<file path="src/rtl/tdm_link_pkg.sv">
// Shared definitions for the active-low framed TDM link (transmitter and receiver-side checker).
package tdm_link_pkg;
  localparam int NUM_CH = 4;
  localparam int DATA_BITS = 8;
  localparam int CH_W = 2;
  localparam logic LINE_IDLE = 1'b1;
  localparam logic START_LVL = 1'b0;

  typedef enum logic [2:0] {
    ST_IDLE  = 3'd0,
    ST_SETUP = 3'd1,
    ST_START = 3'd2,
    ST_DATA  = 3'd3,
    ST_STOP  = 3'd4
  } tdm_state_e;

  function automatic logic [CH_W-1:0] nextCh(input logic [CH_W-1:0] ch);
    return ch + CH_W'(1);
  endfunction
endpackage

</file>
<file path="src/rtl/tdm_selector41_tx_if.sv">
// Source-side bundle of the TDM transmitter: four byte sources, the serial line and the select pair.
interface tdm_selector41_tx_if;
  import tdm_link_pkg::*;

  // Handshake: a byte moves on a rising edge where iValid[k] && oReady[k]; while iValid[k]
  // is high the source holds iDatak stable, and oReady is at most one-hot.
  logic [DATA_BITS-1:0] iData0;
  logic [DATA_BITS-1:0] iData1;
  logic [DATA_BITS-1:0] iData2;
  logic [DATA_BITS-1:0] iData3;
  logic [NUM_CH-1:0]    iValid;
  logic [NUM_CH-1:0]    oReady;
  logic                 oC;
  logic                 oS1;
  logic                 oS0;
  logic                 oBusy;
  tdm_state_e           dbgState;

  modport master (
    output iData0, iData1, iData2, iData3, iValid,
    input  oReady, oC, oS1, oS0, oBusy, dbgState
  );

  modport slave (
    input  iData0, iData1, iData2, iData3, iValid,
    output oReady, oC, oS1, oS0, oBusy, dbgState
  );
endinterface

</file>
<file path="src/rtl/tdm_selector41_tx_rr_arbiter4.sv">
// Combinational 4-way round-robin arbiter: first requester found searching upward from ptr (mod 4).
module rr_arbiter4
  import tdm_link_pkg::*;
(
  input  logic [NUM_CH-1:0] req,
  input  logic [CH_W-1:0]   ptr,
  output logic [NUM_CH-1:0] grant,
  output logic [CH_W-1:0]   grantIdx
);
  logic            found;
  logic [CH_W-1:0] idx;

  always_comb begin
    grant    = '0;
    grantIdx = '0;
    found    = 1'b0;
    idx      = '0;
    for (int i = 0; i < NUM_CH; i++) begin
      idx = ptr + CH_W'(i);
      if (!found && req[idx]) begin
        found       = 1'b1;
        grant[idx]  = 1'b1;
        grantIdx    = idx;
      end
    end
  end
endmodule

</file>
<file path="src/rtl/tdm_selector41_tx.sv">
// Round-robin 4-source serialiser: frames each byte as start/8 data LSB-first/stop on oC and
// steers it with {oS1,oS0}, which only moves on the accept edge while the line is idle-high.
module tdm_selector41_tx #(
  parameter int CLKS_PER_BIT = 4,
  parameter int DATA_BITS    = tdm_link_pkg::DATA_BITS
) (
  input logic               iClk,
  input logic               iRst_n,
  tdm_selector41_tx_if.slave link
);
  import tdm_link_pkg::*;

  localparam int CNT_W = $clog2(CLKS_PER_BIT) + 1;
  localparam logic [CNT_W-1:0] CNT_LAST = CNT_W'(CLKS_PER_BIT - 1);
  localparam logic [2:0]       BIT_LAST = 3'(DATA_BITS - 1);

  tdm_state_e           state, stateNext;
  logic [CNT_W-1:0]     cycCnt, cycNext;
  logic [2:0]           bitCnt, bitNext;
  logic [DATA_BITS-1:0] shiftReg, shiftNext;
  logic [CH_W-1:0]      ptr, ptrNext;
  logic [CH_W-1:0]      sel, selNext;
  logic                 lineC, lineNext;
  logic                 busy;
  logic                 slotEnd;

  logic [NUM_CH-1:0]    grant;
  logic [CH_W-1:0]      grantIdx;
  logic [DATA_BITS-1:0] dataMux;

  rr_arbiter4 u_arb (
    .req      (link.iValid),
    .ptr      (ptr),
    .grant    (grant),
    .grantIdx (grantIdx)
  );

  always_comb begin
    dataMux = link.iData0;
    unique case (grantIdx)
      2'd0:    dataMux = link.iData0;
      2'd1:    dataMux = link.iData1;
      2'd2:    dataMux = link.iData2;
      default: dataMux = link.iData3;
    endcase
  end

  always_comb begin
    stateNext = state;
    cycNext   = cycCnt;
    bitNext   = bitCnt;
    shiftNext = shiftReg;
    ptrNext   = ptr;
    selNext   = sel;
    lineNext  = LINE_IDLE;
    slotEnd   = (cycCnt == CNT_LAST);
    unique case (state)
      ST_IDLE: begin
        if (|grant) begin
          stateNext = ST_SETUP;
          cycNext   = '0;
          bitNext   = '0;
          shiftNext = dataMux;
          selNext   = grantIdx;
          ptrNext   = nextCh(grantIdx);
        end
      end
      ST_SETUP: begin
        // Line stays high one full slot so the de-selector settles on the new select.
        if (slotEnd) begin
          stateNext = ST_START;
          cycNext   = '0;
          lineNext  = START_LVL;
        end else begin
          cycNext = cycCnt + CNT_W'(1);
        end
      end
      ST_START: begin
        lineNext = START_LVL;
        if (slotEnd) begin
          stateNext = ST_DATA;
          cycNext   = '0;
          lineNext  = shiftReg[0];
        end else begin
          cycNext = cycCnt + CNT_W'(1);
        end
      end
      ST_DATA: begin
        lineNext = shiftReg[0];
        if (slotEnd) begin
          cycNext   = '0;
          shiftNext = shiftReg >> 1;
          if (bitCnt == BIT_LAST) begin
            stateNext = ST_STOP;
            lineNext  = LINE_IDLE;
          end else begin
            bitNext  = bitCnt + 3'd1;
            lineNext = shiftReg[1];
          end
        end else begin
          cycNext = cycCnt + CNT_W'(1);
        end
      end
      ST_STOP: begin
        if (slotEnd) begin
          stateNext = ST_IDLE;
          cycNext   = '0;
        end else begin
          cycNext = cycCnt + CNT_W'(1);
        end
      end
      default: begin
        stateNext = ST_IDLE;
        cycNext   = '0;
        bitNext   = '0;
      end
    endcase
  end

  always_ff @(posedge iClk) begin
    if (!iRst_n) begin
      state    <= ST_IDLE;
      cycCnt   <= '0;
      bitCnt   <= '0;
      shiftReg <= '0;
      ptr      <= '0;
      sel      <= '0;
      lineC    <= LINE_IDLE;
      busy     <= 1'b0;
    end else begin
      state    <= stateNext;
      cycCnt   <= cycNext;
      bitCnt   <= bitNext;
      shiftReg <= shiftNext;
      ptr      <= ptrNext;
      sel      <= selNext;
      lineC    <= lineNext;
      busy     <= (stateNext != ST_IDLE);
    end
  end

  assign link.oReady   = (iRst_n && state == ST_IDLE) ? grant : '0;
  assign link.oC       = lineC;
  assign link.oS1      = sel[1];
  assign link.oS0      = sel[0];
  assign link.oBusy    = busy;
  assign link.dbgState = state;
endmodule

</file>
<file path="src/flat_wrapper.sv">
// flat-port wrapper written by rule: the top's interface ports become plain ports
module tdm_selector41_tx_flat import tdm_link_pkg::*;
#(
  parameter int CLKS_PER_BIT = 4,
  parameter int DATA_BITS    = tdm_link_pkg::DATA_BITS
)
  (iClk, iRst_n, link_iData0, link_iData1, link_iData2, link_iData3, link_iValid, link_oReady, link_oC, link_oS1, link_oS0, link_oBusy, link_dbgState);
  tdm_selector41_tx_if link_i ();
  input logic iClk;
  input logic iRst_n;
  input wire logic [$bits(link_i.iData0)-1:0] link_iData0;
  input wire logic [$bits(link_i.iData1)-1:0] link_iData1;
  input wire logic [$bits(link_i.iData2)-1:0] link_iData2;
  input wire logic [$bits(link_i.iData3)-1:0] link_iData3;
  input wire logic [$bits(link_i.iValid)-1:0] link_iValid;
  output wire logic [$bits(link_i.oReady)-1:0] link_oReady;
  output wire logic [$bits(link_i.oC)-1:0] link_oC;
  output wire logic [$bits(link_i.oS1)-1:0] link_oS1;
  output wire logic [$bits(link_i.oS0)-1:0] link_oS0;
  output wire logic [$bits(link_i.oBusy)-1:0] link_oBusy;
  output wire logic [$bits(link_i.dbgState)-1:0] link_dbgState;
  assign link_i.iData0 = link_iData0;
  assign link_i.iData1 = link_iData1;
  assign link_i.iData2 = link_iData2;
  assign link_i.iData3 = link_iData3;
  assign link_i.iValid = link_iValid;
  assign link_oReady = link_i.oReady;
  assign link_oC = link_i.oC;
  assign link_oS1 = link_i.oS1;
  assign link_oS0 = link_i.oS0;
  assign link_oBusy = link_i.oBusy;
  assign link_dbgState = link_i.dbgState;
  tdm_selector41_tx #(.CLKS_PER_BIT(CLKS_PER_BIT), .DATA_BITS(DATA_BITS)) u_core (.iClk(iClk), .iRst_n(iRst_n), .link(link_i));
endmodule
</file>
<file path="config.mk">
export PLATFORM = sky130hd
export DESIGN_NAME = tdm_selector41_tx_flat
export DESIGN_NICKNAME = d
export VERILOG_FILES = /design/src/rtl/tdm_link_pkg.sv /design/src/rtl/tdm_selector41_tx_if.sv /design/src/rtl/tdm_selector41_tx_rr_arbiter4.sv /design/src/rtl/tdm_selector41_tx.sv /design/src/flat_wrapper.sv
export SDC_FILE = /design/constraint.sdc
export NUM_CORES = 1
export LEC_CHECK = 0
export CORE_AREA = 5 5 80 82
export DETAILED_ROUTE_END_ITERATION = 8
export DIE_AREA = 0 0 85 87
export PLACE_DENSITY_LB_ADDON = 0.25
export SETUP_SLACK_MARGIN = 0.15
export SYNTH_ARGS = -nofsm -noshare
export SYNTH_HDL_FRONTEND = slang
export SYNTH_HIERARCHICAL = 1
export SYNTH_SLANG_ARGS = --single-unit
</file>
<file path="constraint.sdc">
create_clock -name iClk -period 8.7 [get_ports iClk]
set_input_delay 2.61 -clock iClk [delete_from_list [all_inputs] [get_ports iClk]]
set_output_delay 2.61 -clock iClk [all_outputs]
set_load 0.005 [all_outputs]
</file>
==> flow_summary.yaml <==
outcome:
  status: "finished clean"
timing:
  layout_min_cycle_time_ns: 7.63
  grt_setup_unrepaired: "no"
  worst-slew-pin-transition_ns: 0.771
  final_max_slew_viol_count: 0
  setup_viol: 0
  tns_ns: 0
  slew-limit-headroom: 0.481
  max_freq_mhz: 131
  fin_crit_sh: 0.877
  fin_skew_ns: 0.00185
  hold_violations: 0
worst_setup_path:
  end_kind: "output port"
  worstPathMaxFanout: 8
  critPathKind: "in2out"
  cp_common_cell: "clkdlybuf4s50_1"
  critPathMaxStageDelay_ns: 0.64
  cp_slowest_cell: "mux4_2"
  crit_chain: "clkdlybuf4s50_1, mux4_2, nor2b_4, a221oi_1, o2bb2ai_1, and3_1, clkdlybuf4s50_1"
  startpoint_type: "input port"
  worstPathRequired_ns: 6.09
  critPathArrivalTime_ns: 5.02
yosys:
  synth_edf_count: 0
  avgSynthCellArea_um2: 8.69
  synth-seq-area-share: 0.252
  synth_fp_nets: 260
  ys_types: 52
  synthArstFlopShare: 0
  synth-main-ff-cell: "dfxtp_1"
  synth-seq-cells: 23
  syn-cell-area_mm2: 0.00182
  postSynthCellCount: 210
  synth_warnings: 6
clock_tree:
  cts_buffer_depth: 2
  ctsHoldBuffers: 0
  h-tree-depth: 1
  cts_resized: 0
  clk_pin_slew_worst_paths_ns: 0.08
  cts_root_buf: "clkbuf_8"
  cts_tree: "done"
  postCtsSetupBuffers: 0
  clk_latency_ns: 0.26
  cts_buffers: 3
  clock_sinks: 23
drt:
  wl_per_cell_um: 13.6
  antenna_left: 0
  avgViaCountPerCell: 5.22
  drc: 0
  drt-pass1-iter-count: 4
  wl_mm: 4.40
  vias: 1692
  first_iter_violations: 99
placement:
  gp_congestion: 0.846
  dp_hpwl_mm: 3.34
  port_buffers: 48
  dpl_cell_area_mm2: 0.00232
power:
  ir_drop_uv: 109
  power_density_mw_per_mm2: 281
  combinationalPowerShare: 0.666
  power_frac_clock: 0.100
  sw_frac_of_total: 0.442
  power.leakage_nw: 0.874
  p_seq_frac: 0.234
  power_w: 0.000665
  p_int_w: 0.000371
  p_sw_w: 0.000294
die:
  die_h_um: 87
  num_rows: 28
  start_util: 0.321
  die_w_um: 85
  boundaryPins: 49
  coreArea_mm2: 0.00568
  dieArea_mm2: 0.00740
finish:
  drive_gt1_frac: 0.0643
  area_growth_syn_to_layout_pct: 29.9
  fillers: 584
  fin_area_mm2: 0.00237
  n_antenna_cell: 0
  fin_nets: 300
grt:
  grt_pass1_wl_mm: 7.40
  antenna_found_initial: 0
  grt-ovfl-total: 0
  gr-usage-all-layers: 0.121
  grt_start_max_net_pins: 20
  grt_pass1_vias: 1544
job:
  max_cap_viol_count: 0
min_path:
  hp-class: "reg2reg"
## area by class of cell
type	count	area, µm²	share of cell area
sequential	23	460	0.194
inverter	6	22.5	0.00950
multi-input combinational	168	1270	0.535
tap	75	93.8	0.0396
clock buffer	4	45.0	0.0190
timing repair buffer	48	480	0.203
## flip-flops by register name (all words and copies together), names as in the netlist
name,count
u_core/cycCnt,3
u_core/bitCnt,3
u_core/link.oC,1
u_core/ptr,2
u_core/link.oBusy,1
u_core/sel,2
u_core/link.dbgState,3
u_core/shiftReg,8
## power groups by stage
stage	Clock [W]	Sequential, W	Combinational (W)
global placement	0	0.000159	0.000445
global route	0.0000735	0.000160	0.000505
finish	0.0000665	0.000156	0.000443
floorplan	0	0.000146	0.000347
CTS	0.0000697	0.000156	0.000448
detailed placement	0	0.000158	0.000445
## synth_stat cells (2+ instances only)
cell       count  area [µm²]
nor2b_1       15        93.8
a211oi_1       8        60.1
o21ai_0        3        15.0
o2bb2ai_1     12         105
nand2_1       20        75.1
nand3_1        6        30.0
buf_2          4        20.0
clkbuf_1       4        15.0
o31ai_1        2        15.0
buf_4          3        22.5
nand3b_1       2        15.0
inv_1          6        22.5
nor3_1         2        10.0
a221oi_1       4        35.0
nor4_1         2        12.5
a22oi_1        8        60.1
mux2i_1        4        40.0
a21oi_1       17        85.1
or3b_1         3        26.3
mux4_2         4        90.1
ha_1          12         150
nor2_1         5        18.8
a21boi_1       3        22.5
and3_1         5        31.3
o21a_1         2        15.0
a21boi_0       6        45.0
dfxtp_1       23         460
## worst max-delay path, delay by kind of cell
| kind | cells | cell delay, ns |
|---|---|---|
| buffers and inverters | 2 | 0.99 |
| muxes | 1 | 0.64 |
| and+or+nand+nor | 2 | 0.41 |
| AOI/OAI and AO/OA | 2 | 0.35 |
## cells by family after synthesis
group / count (synthesis) / share of synthesized area
fa+ha+maj: 12 / 0.0823
xor+xnor: 1 / 0.00480
simple gates: 72 / 0.237
compound gates: 74 / 0.294
mux: 9 / 0.0775
flops: 23 / 0.252
buf+inv: 19 / 0.0528
## through the flow
step	std cells	setup slack (ns)	util	hold WS (ns)
after detailed placement	320	1.07	0.410	0.447
final	324	1.07	0.418	0.467
after CTS	324	1.07	0.418	0.472
after global routing	324	0.913	0.418	0.480
after floorplan	210	2.24	-	0.431
after global placement	320	1.11	0.410	0.446
## per-layer routing
metal | global-route usage | share of wire
met1 | 0.163 | 0.46
met2 | 0.196 | 0.49
met3 | 0.0265 | 0.048
met4 | 0.0302 | 0.0086
met5 | 0 | 0
## placed cells by master (no fill, tap or decap), types with 5 or more instances in the layout
cell,instances
a21oi_1,17
a21boi_0,6
inv_1,6
ha_1,12
nand3_1,6
nor2b_1,15
a211oi_1,8
o2bb2ai_1,12
dfxtp_1,23
and3_1,5
a22oi_1,8
nor2_1,5
clkdlybuf4s50_1,48
nand2_1,20
## worst paths after layout
kind | startpoint | cells after the start | endpoint | slack, ns
setup / recovery | link_iValid[2] | 7 | link_oReady[3] | 1.07
hold / removal | u_core/shiftReg[0] | 1 | u_core/shiftReg[0] | 0.47
setup reg to reg | u_core/ptr[0] | 9 | u_core/shiftReg[7] | 4.90
hold reg to reg | u_core/shiftReg[0] | 1 | u_core/shiftReg[0] | 0.47
No activity file was read; power rests on OpenSTA's default activity.
